**config.mk**
```make
export PLATFORM = sky130hd
export DESIGN_NAME = icache
export DESIGN_NICKNAME = d
export VERILOG_FILES = /design/src/rtl/icache_pkg.sv /design/src/rtl/icache_refill_ctrl.sv /design/src/rtl/icache.sv
export SDC_FILE = /design/constraint.sdc
export NUM_CORES = 2
export LEC_CHECK = 0
export CAP_MARGIN = 5
export CORE_ASPECT_RATIO = 0.75
export CORE_UTILIZATION = 62
export DETAILED_ROUTE_END_ITERATION = 7
export GPL_ROUTABILITY_DRIVEN = 0
export PLACE_DENSITY_LB_ADDON = 0.12
export SYNTH_ARGS = -nofsm -noshare
export SYNTH_HDL_FRONTEND = slang
export SYNTH_SLANG_ARGS = --single-unit
```
**constraint.sdc**
```tcl
create_clock -name clk -period 12.05 [get_ports clk]
set_input_delay 2.41 -clock clk [delete_from_list [all_inputs] [get_ports clk]]
set_output_delay 2.41 -clock clk [all_outputs]
set_load 0.005 [all_outputs]
```
**src/rtl/icache_pkg.sv**
```systemverilog
// Shared types and constants for the direct-mapped instruction cache.
// The optional performance counters (ICACHE_PERF_EN) use sat_inc.
package icache_pkg;

    localparam int          LINE_WORDS = 4;
    localparam logic [31:0] NOP_INSTR  = 32'h00000013;

    typedef enum logic {
        ST_IDLE   = 1'b0,
        ST_REFILL = 1'b1
    } state_e;

    function automatic logic [31:0] sat_inc(input logic [31:0] v);
        return (v == 32'hFFFF_FFFF) ? v : v + 32'd1;
    endfunction

endpackage

```
**src/rtl/icache_refill_ctrl.sv**
```systemverilog
// Refill sequencer: IDLE/REFILL FSM, beat counter, line base latch and the
// flag that stops a refill from being marked valid if fence.i arrived during it.
module icache_refill_ctrl
    import icache_pkg::*;
(
    input  logic        clk,
    input  logic        rst,
    input  logic        miss_i,
    input  logic [27:0] line_i,
    input  logic        invalidate_i,
    input  logic        mem_valid_i,
    output state_e      state_o,
    output logic [27:0] base_o,
    output logic [1:0]  beat_o,
    output logic        beat_we_o,
    output logic        line_done_o,
    output logic        line_valid_o,
    output logic        mem_req_o,
    output logic [31:0] mem_addr_o
);

    state_e      state_q, state_d;
    logic [27:0] base_q, base_d;
    logic [1:0]  beat_q, beat_d;
    logic        cancel_q, cancel_d;
    logic        last_beat;

    assign last_beat = (beat_q == 2'(LINE_WORDS - 1));

    always_ff @(posedge clk or posedge rst) begin
        if (rst) begin
            state_q  <= ST_IDLE;
            base_q   <= '0;
            beat_q   <= '0;
            cancel_q <= 1'b0;
        end else begin
            state_q  <= state_d;
            base_q   <= base_d;
            beat_q   <= beat_d;
            cancel_q <= cancel_d;
        end
    end

    always_comb begin
        state_d  = state_q;
        base_d   = base_q;
        beat_d   = beat_q;
        cancel_d = cancel_q;
        case (state_q)
            ST_IDLE: begin
                if (miss_i) begin
                    state_d  = ST_REFILL;
                    base_d   = line_i;
                    beat_d   = '0;
                    cancel_d = 1'b0;
                end
            end
            ST_REFILL: begin
                if (invalidate_i) cancel_d = 1'b1;
                if (mem_valid_i) begin
                    beat_d = beat_q + 2'd1;
                    if (last_beat) state_d = ST_IDLE;
                end
            end
            default: state_d = ST_IDLE;
        endcase
    end

    // Request and address stay stable for the whole beat until memory accepts it.
    always_comb begin
        mem_req_o    = 1'b0;
        mem_addr_o   = '0;
        beat_we_o    = 1'b0;
        line_done_o  = 1'b0;
        line_valid_o = 1'b0;
        if (state_q == ST_REFILL) begin
            mem_req_o    = 1'b1;
            mem_addr_o   = {base_q, beat_q, 2'b00};
            beat_we_o    = mem_valid_i;
            line_done_o  = mem_valid_i && last_beat;
            line_valid_o = mem_valid_i && last_beat && !cancel_q && !invalidate_i;
        end
    end

    assign state_o = state_q;
    assign base_o  = base_q;
    assign beat_o  = beat_q;

endmodule

```
**src/rtl/icache.sv**
```systemverilog
// Direct-mapped instruction cache, 16-byte lines, combinational lookup.
// Define ICACHE_PERF_EN to add saturating hit/miss counters.
module icache
    import icache_pkg::*;
#(
    parameter int SETS = 16
) (
    input  logic        clk,
    input  logic        rst,
    input  logic [31:0] addr_i,
    input  logic        invalidate_i,
    output logic [31:0] instr_o,
    output logic        stall_o,
    output logic        mem_req_o,
    output logic [31:0] mem_addr_o,
`ifdef ICACHE_PERF_EN
    output logic [31:0] hit_cnt_o,
    output logic [31:0] miss_cnt_o,
`endif
    input  logic        mem_valid_i,
    input  logic [31:0] mem_rdata_i
);

    localparam int IDX_W = $clog2(SETS);
    localparam int TAG_W = 28 - IDX_W;

    logic [IDX_W-1:0] idx, base_idx;
    logic [TAG_W-1:0] tag, base_tag;
    logic [1:0]       off, beat;
    logic [27:0]      base;
    state_e           state;
    logic             hit, miss, beat_we, line_done, line_valid;
    logic             unused_addr_bits;

    logic [SETS-1:0]  valid_q, valid_d;
    logic [TAG_W-1:0] tag_mem  [SETS];
    logic [31:0]      data_mem [SETS][LINE_WORDS];

    assign off              = addr_i[3:2];
    assign idx              = addr_i[4 +: IDX_W];
    assign tag              = addr_i[31 -: TAG_W];
    assign unused_addr_bits = ^addr_i[1:0];
    assign base_idx         = base[IDX_W-1:0];
    assign base_tag         = base[27 -: TAG_W];

    icache_refill_ctrl u_refill_ctrl (
        .clk          (clk),
        .rst          (rst),
        .miss_i       (miss),
        .line_i       (addr_i[31:4]),
        .invalidate_i (invalidate_i),
        .mem_valid_i  (mem_valid_i),
        .state_o      (state),
        .base_o       (base),
        .beat_o       (beat),
        .beat_we_o    (beat_we),
        .line_done_o  (line_done),
        .line_valid_o (line_valid),
        .mem_req_o    (mem_req_o),
        .mem_addr_o   (mem_addr_o)
    );

    assign hit     = (state == ST_IDLE) && valid_q[idx] && (tag_mem[idx] == tag);
    assign miss    = (state == ST_IDLE) && !hit;
    assign instr_o = hit ? data_mem[idx][off] : NOP_INSTR;
    assign stall_o = !hit;

    // The victim line is dropped as soon as its refill starts, so an abandoned
    // or cancelled burst can never expose a half-written line.
    always_comb begin
        valid_d = valid_q;
        if (miss) valid_d[idx] = 1'b0;
        if (line_valid) valid_d[base_idx] = 1'b1;
        if (invalidate_i) valid_d = '0;
    end

    always_ff @(posedge clk or posedge rst) begin
        if (rst) valid_q <= '0;
        else     valid_q <= valid_d;
    end

    always_ff @(posedge clk) begin
        if (beat_we)   data_mem[base_idx][beat] <= mem_rdata_i;
        if (line_done) tag_mem[base_idx]        <= base_tag;
    end

`ifdef ICACHE_PERF_EN
    logic [31:0] hit_cnt_q, hit_cnt_d, miss_cnt_q, miss_cnt_d;

    always_comb begin
        hit_cnt_d  = hit  ? sat_inc(hit_cnt_q)  : hit_cnt_q;
        miss_cnt_d = miss ? sat_inc(miss_cnt_q) : miss_cnt_q;
    end

    always_ff @(posedge clk or posedge rst) begin
        if (rst) begin
            hit_cnt_q  <= '0;
            miss_cnt_q <= '0;
        end else begin
            hit_cnt_q  <= hit_cnt_d;
            miss_cnt_q <= miss_cnt_d;
        end
    end

    assign hit_cnt_o  = hit_cnt_q;
    assign miss_cnt_o = miss_cnt_q;
`endif

endmodule

```
=== Word-level counts from Yosys, hierarchy flattened ===
Memory sizes are Yosys's and may differ from the RTL's.
Cells that the tools add are included.

* Register bits after elaboration: 48
* Bits in latches: 0
* RAM bits: 2,432
* Bits in read-only memories: 0
* Input bits: 68
* Output and inout bits: 66
* Memories kept: 2

* Add/sub/neg operators: 1
* Multiply operators: 0
* Div/mod/pow operators: 0
* Order comparisons: 7
* Equal/unequal tests: 5
* Shift operators: 0
* Multiplexer cells: 34
* Bitwise operators: 6
* Reductions and logical operators: 15

{| class="wikitable"
|+ Memory list
! name !! words !! bits a word !! read ports !! clocked after Yosys merged registers in !! wr ports !! RTL line !! source
|-
| data_mem || 16 || 128 || 1 || 0 || 1 || icache.sv:37 || <nowiki>logic [31:0] data_mem [SETS][LINE_WORDS];</nowiki>
|-
| tag_mem || 16 || 24 || 1 || 0 || 1 || icache.sv:36 || <nowiki>logic [TAG_W-1:0] tag_mem [SETS];</nowiki>
|}

{| class="wikitable"
|+ Operator list
! operator !! number
|-
| 2-to-1 mux 32 bit || 5
|-
| 2-to-1 mux 128 bit || 1
|-
| binary-select mux 32 bit (select 2 bit) || 1
|-
| demux 32 bit (select 2 bit) || 1
|-
| 2-to-1 mux 16 bit || 3
|-
| == test 24 bit || 1
|-
| AND 16 bit || 1
|-
| NOT 16 bit || 1
|-
| bitwise OR 16 bit || 1
|-
| 2-to-1 mux 1 bit || 15
|-
| less-than comparator 4 x 5 -> 1 bit, second input constant || 2
|-
| logical AND 1 bit || 9
|-
| demux 1 bit (select 4 bit) || 2
|-
| greater-or-equal comparator 4 x 1 -> 1 bit, second input constant || 2
|-
| greater-or-equal comparator 3 bit, second input constant || 2
|-
| != test 2 bit, second input constant || 3
|-
| NOT 2 -> 3 bit || 2
|-
| AND reduction 2 bit || 3
|-
| binary-select mux 1 bit (select 4 bit) || 1
|-
| 2-to-1 mux 2 bit || 2
|-
| case mux 1 bit (2 select lines) || 2
|-
| case mux 2 bit (2 select lines) || 1
|-
| zero test 1 bit || 3
|-
| less-than comparator 3 x 1 -> 1 bit, second input constant || 1
|-
| 3 further kinds || 3
|}

=== Depth between registers and ports, before layout ===
* Depth after elaboration: 10
* Gate-level depth with buffers: 13
* Gate-level depth less buffers: 8

=== Modules after synthesis ===
From an unflattened synthesis, not the netlist that was laid out.

* Cells, all modules: 3,968
* Area total of the unflattened synthesis: 95,828.2 µm²

{| class="wikitable"
|+ By module, submodules not included
! module !! times used !! cells each !! area an instance (µm²) !! sequential area each (µm²)
|-
| icache || 1 || 3,851 || 94,290.4 || 73,430.4
|-
| icache_refill_ctrl || 1 || 117 || 1,537.7 || 800.8
|}

=== Worst setup path before layout ===
Ideal clock, no wire load.

* Path type: input-to-output
* Start: input addr_i[4]
* End: output instr_o[0]
* Data arrival time: 5,296 ps
* Required time: 9,640 ps
* Path slack: 4,344 ps
* Stages on the path: 9
* Path buffers: 5
* Cell sequence: buf_6 buf_6 buf_6 buf_2 buf_1 mux4_2 mux4_2 mux4_2 or2_2

* Longest elaborated chain between the ends: 5
* Elaborated cells on any way between the ends: 11
* Classes of those cells: 1 x eq/ne; 6 x mux; 2 x reduce/logical; 2 x memory

{| class="wikitable"
|+ RTL lines
! what !! RTL line !! source
|-
| start: declaration || icache.sv:10 || <nowiki>input logic [31:0] addr_i,</nowiki>
|-
| memory (16 x 128 bit) or binary-select mux 1 bit (select 4 bit) (tied branches) || - ||
|-
| binary-select mux 32 bit (select 2 bit) or 2-to-1 mux 1 bit (tied branches) || icache.sv:65, icache.sv:63 ||
|-
| 2-to-1 mux 32 bit (implied by the code) or logical AND 1 bit (tied branches) (2 in series) || icache.sv:65, icache.sv:63 ||
|-
| 2-to-1 mux 32 bit (*) || icache.sv:65 || <nowiki>assign instr_o = hit ? data_mem[idx][off] : NOP_INSTR;</nowiki>
|-
| end: declaration || icache.sv:12 || <nowiki>output logic [31:0] instr_o,</nowiki>
|}

Every way passes the cells marked *; elsewhere a longest branch is shown, timed or not. The select of a mux whose other input is x is not followed.

=== Final worst setup path ===
* Start: input addr_i[5]
* End: output instr_o[1]

The elaborated chain is that of the path after synthesis.

==> results.md <==
* Fin util at 0.6966
* Layout cells sized above 1 at 0.3059
* Initial antenna violation count at 25
* Drt pass-1 iters at 5
* Synth-to-layout area growth at 11.31%
* XOR/XNOR share of the synthesized area at 0.002475
* Post-CTS sizing at 0
* Multi-input logic area at 20870 um2
* Post-synthesis mux area share at 0.1892
* Worst min path class: flop to flop
* Setup repair bufs after CTS at 0
* Total vias in the final route at 43730
* Fmax at 103.8 MHz
* Antenna-violating nets left at 0
* Post-Syn Instances at 3912
* Design area at 106300 um2
* WL per Instance at approximately 36 um
* Die ar. at 155700 um2
* Clk buf depth at 3
* Max Cap Viol at 0
* Crit share post-route at 0.7996
* Final slew viol count at 0
* Worst Setup End Kind: output port
* Worst endpoint data arrival time at ~7.2 ns
* Simple-Gate Fraction of Synth Area at 0.01209
* Critical path peak fanout at 57
* Share of the synthesized area in the top cell type at 0.7644
* Clk slew on worst S/H paths at approximately 0.07 ns
* Overall power at around 0.019 W
* Final Hold Viols at 0
* Initial DRC count at 6903
* Global Route Usage Sum at 0.2980
* Clock Root Buffer: clkbuf_16
* DRC violations left at 0
* Startpoint type of the worst setup path: primary input
* Initial Util at 0.6258
* Nets at 4222
* Setup_tns at 0 ns
* Vias per cell at between 6 and 7
* Vias in the first global route at around 43000
* Clock Skew at between 0.02 and 0.03 ns
* Clock latency on the worst-skew pair at 0.84 ns
* Area leader, netlist: edfxtp_1
* Largest cells by area after synthesis: edfxtp_1 76%, mux4_2 18%, dfrtp_1 1.3%
* Core ar. at 152700 um2
* Yosys warning count at 0
* Synth Register Bits at 2480
* Buffers on Ports at 129
* Cell Area, Synth at 95540 um2
* Crit path kind: primary input to output port
* Post-synthesis compound-gate area fraction at 0.007478
* Largest family of logic cells by synthesized area: multiplexers
* Cell variety after synth at 55
* Final WL at 226100 um
* Vert. Die Dim at 342.0 um
* Slew at the pin closest to its max-slew limit at 1.278 ns
* RSZ-0062 raised after global routing: no
* Status: completed
* Fillers at 8952
* Mean Syn Cell Area at 24.42 um2
* Row cnt at 124
* Synth Flop Type: edfxtp_1
* Post-Synth Adder-Cell Area at 0.0005238
* Post-DP Area at 99680 um2
* Post-synth EDFFs at 2432
* Dpl hpwl at 118600 um
* Num ports at 134
* Total CTS buffers at 218
* Minimum clock period at about 9.6 ns
* Total power divided by cell area at about 170 nW/um2
* TritonCTS clock tree: yes
* Worst relative slew slack at 0.1480
* CTS Hold Bufs at 0
* Storage element area at 74230 um2
* FFs w/ async S/R, synth at 0.01935
* Grt total ovfl at 0
* P_leak at approximately 33 nW
* Part of the Yosys area used for sequential elements at 0.7770
* # setup viols final at 0
* First-pass GRT wire length at 320400 um
* CTS Sinks at 2480
* Die X-Extent at ~460 um
* Pin count of the biggest net entering global routing at 140
* Maximum vdd drop at 0.1460 mV
* H-Tree Level Count at 4
* WP data required at between 9 and 10 ns
where the power goes:
| part | switching [W] | internal (W) | total (W) | leakage [nW] |
|---|---|---|---|---|
| Clock | 0.00300 | 0.00361 | 0.00662 | 3.26 |
| Combinational | 0.000979 | 0.000635 | 0.00161 | 7.17 |
| Sequential | 0.000281 | 0.0100 | 0.0103 | 22.5 |
| Total | 0.00426 | 0.0143 | 0.0185 | 32.9 |
layout by cell type, fill, tap and decap left out, drive strengths merged, types with 2 or more instances in the layout:
master | netlist | layout
xnor2 | 18 | 18
nand4 | 5 | 5
diode | 0 | 5
inv | 15 | 22
nand2b | 3 | 3
clkbuf | 108 | 292
mux2 | 38 | 38
nor3 | 9 | 9
a21oi | 6 | 6
mux2i | 40 | 40
a31oi | 13 | 13
o21ai | 9 | 9
a22o | 3 | 3
and3 | 29 | 29
nand3 | 12 | 12
a221oi | 6 | 6
ha | 4 | 4
dfrtp | 48 | 48
or2 | 4 | 4
a22oi | 9 | 9
mux4 | 762 | 762
and2 | 34 | 34
clkdlybuf4s50 | 0 | 91
bufinv | 0 | 11
clkinv | 0 | 89
o22ai | 11 | 11
buf | 108 | 142
nor2b | 9 | 9
clkinvlp | 0 | 2
nand2 | 30 | 30
nor2 | 101 | 101
xor2 | 9 | 9
edfxtp | 2432 | 2432
o211ai | 2 | 2
conb | 1 | 2
a311oi | 16 | 16
a2111oi | 3 | 3
state kept, by name, summed over array words and instances, names as in the netlist:
register	flops
u_refill_ctrl.beat_o	2
tag_mem	384
data_mem	2048
valid_q	16
u_refill_ctrl.cancel_q	1
u_refill_ctrl.base_o	28
u_refill_ctrl.state_o	1
synth_stat cells (all sizes together) (2+ instances only):
| library cell | n |
|---|---|
| o21ai | 9 |
| a2111oi | 3 |
| nor2 | 101 |
| mux4 | 762 |
| mux2 | 38 |
| o211ai | 2 |
| nand3 | 12 |
| o22ai | 11 |
| dfrtp | 48 |
| xor2 | 9 |
| a31oi | 13 |
| buf | 108 |
| ha | 4 |
| or2 | 4 |
| a311oi | 16 |
| clkbuf | 108 |
| a22o | 3 |
| nand2 | 30 |
| mux2i | 40 |
| a22oi | 9 |
| nand2b | 3 |
| xnor2 | 18 |
| nand4 | 5 |
| a21oi | 6 |
| nor3 | 9 |
| and2 | 34 |
| inv | 15 |
| and3 | 29 |
| a221oi | 6 |
| edfxtp | 2432 |
| nor2b | 9 |
cell families (layout without fill, tap and decap cells):
logic type,after synthesis,count (layout)
AOI/OAI and AO/OA,89,89
DFF,2480,2480
xor gates and xnor gates,27,27
muxes,840,840
buffers and inverters,231,649
other,1,7
and+or+nand+nor,240,240
adders and majority gates,4,4
path summary, 6_finish.rpt:
check | start | endpoint | slack (ns) | cells past startpoint
max | addr_i[5] | instr_o[1] | 2.41 | 9
min | valid_q[7] | valid_q[7] | 0.57 | 2
max reg2reg | tag_mem[9][1] | u_refill_ctrl.base_o[22] | 7.59 | 9
min reg2reg | valid_q[7] | valid_q[7] | 0.57 | 2
max in group asynchronous | rst | valid_q[14] | 9.40 | 3
min in group asynchronous | rst | u_refill_ctrl.base_o[25] | 2.11 | 3
through the flow:
stage | worst slack, ns | hold WS [ns] | std cells
floorplan | 4.344 | 0.5360 | 3913
global placement | 2.558 | 0.5624 | 5946
detailed placement | 2.507 | 0.5582 | 5946
CTS | 2.496 | 0.5668 | 6347
global route | 2.353 | 0.6014 | 6351
finish | 2.415 | 0.5695 | 6352
area by class of cell:
class / instances / share of cell area
antenna: 5 / 0.0001177
clock buffer: 292 / 0.05471
clock inverter: 109 / 0.007871
inverter: 15 / 0.0006000
multi-input combinational: 1202 / 0.1963
sequential: 2480 / 0.6980
tap: 2016 / 0.02372
timing repair buffer: 233 / 0.01871
routing by layer:
layer  vias to the layer above  wire [um]  GRT usage
li1                      17390          -          -
met1                     23520      89210     0.4591
met2                      2532     103200     0.4316
met3                       294      29050    0.08568
met4                         0       4643    0.06921
met5                         -          0          0
critical path: stages:
cell             delay, ns
buf_8                 0.47
mux4_2                0.60
mux4_2                0.52
xnor2_1               0.83
nand4_1               0.45
a2111oi_4             0.48
nand2_1               0.46
or2_2                 0.49
clkdlybuf4s50_1       0.47
(Power assumes the default switching activity.)
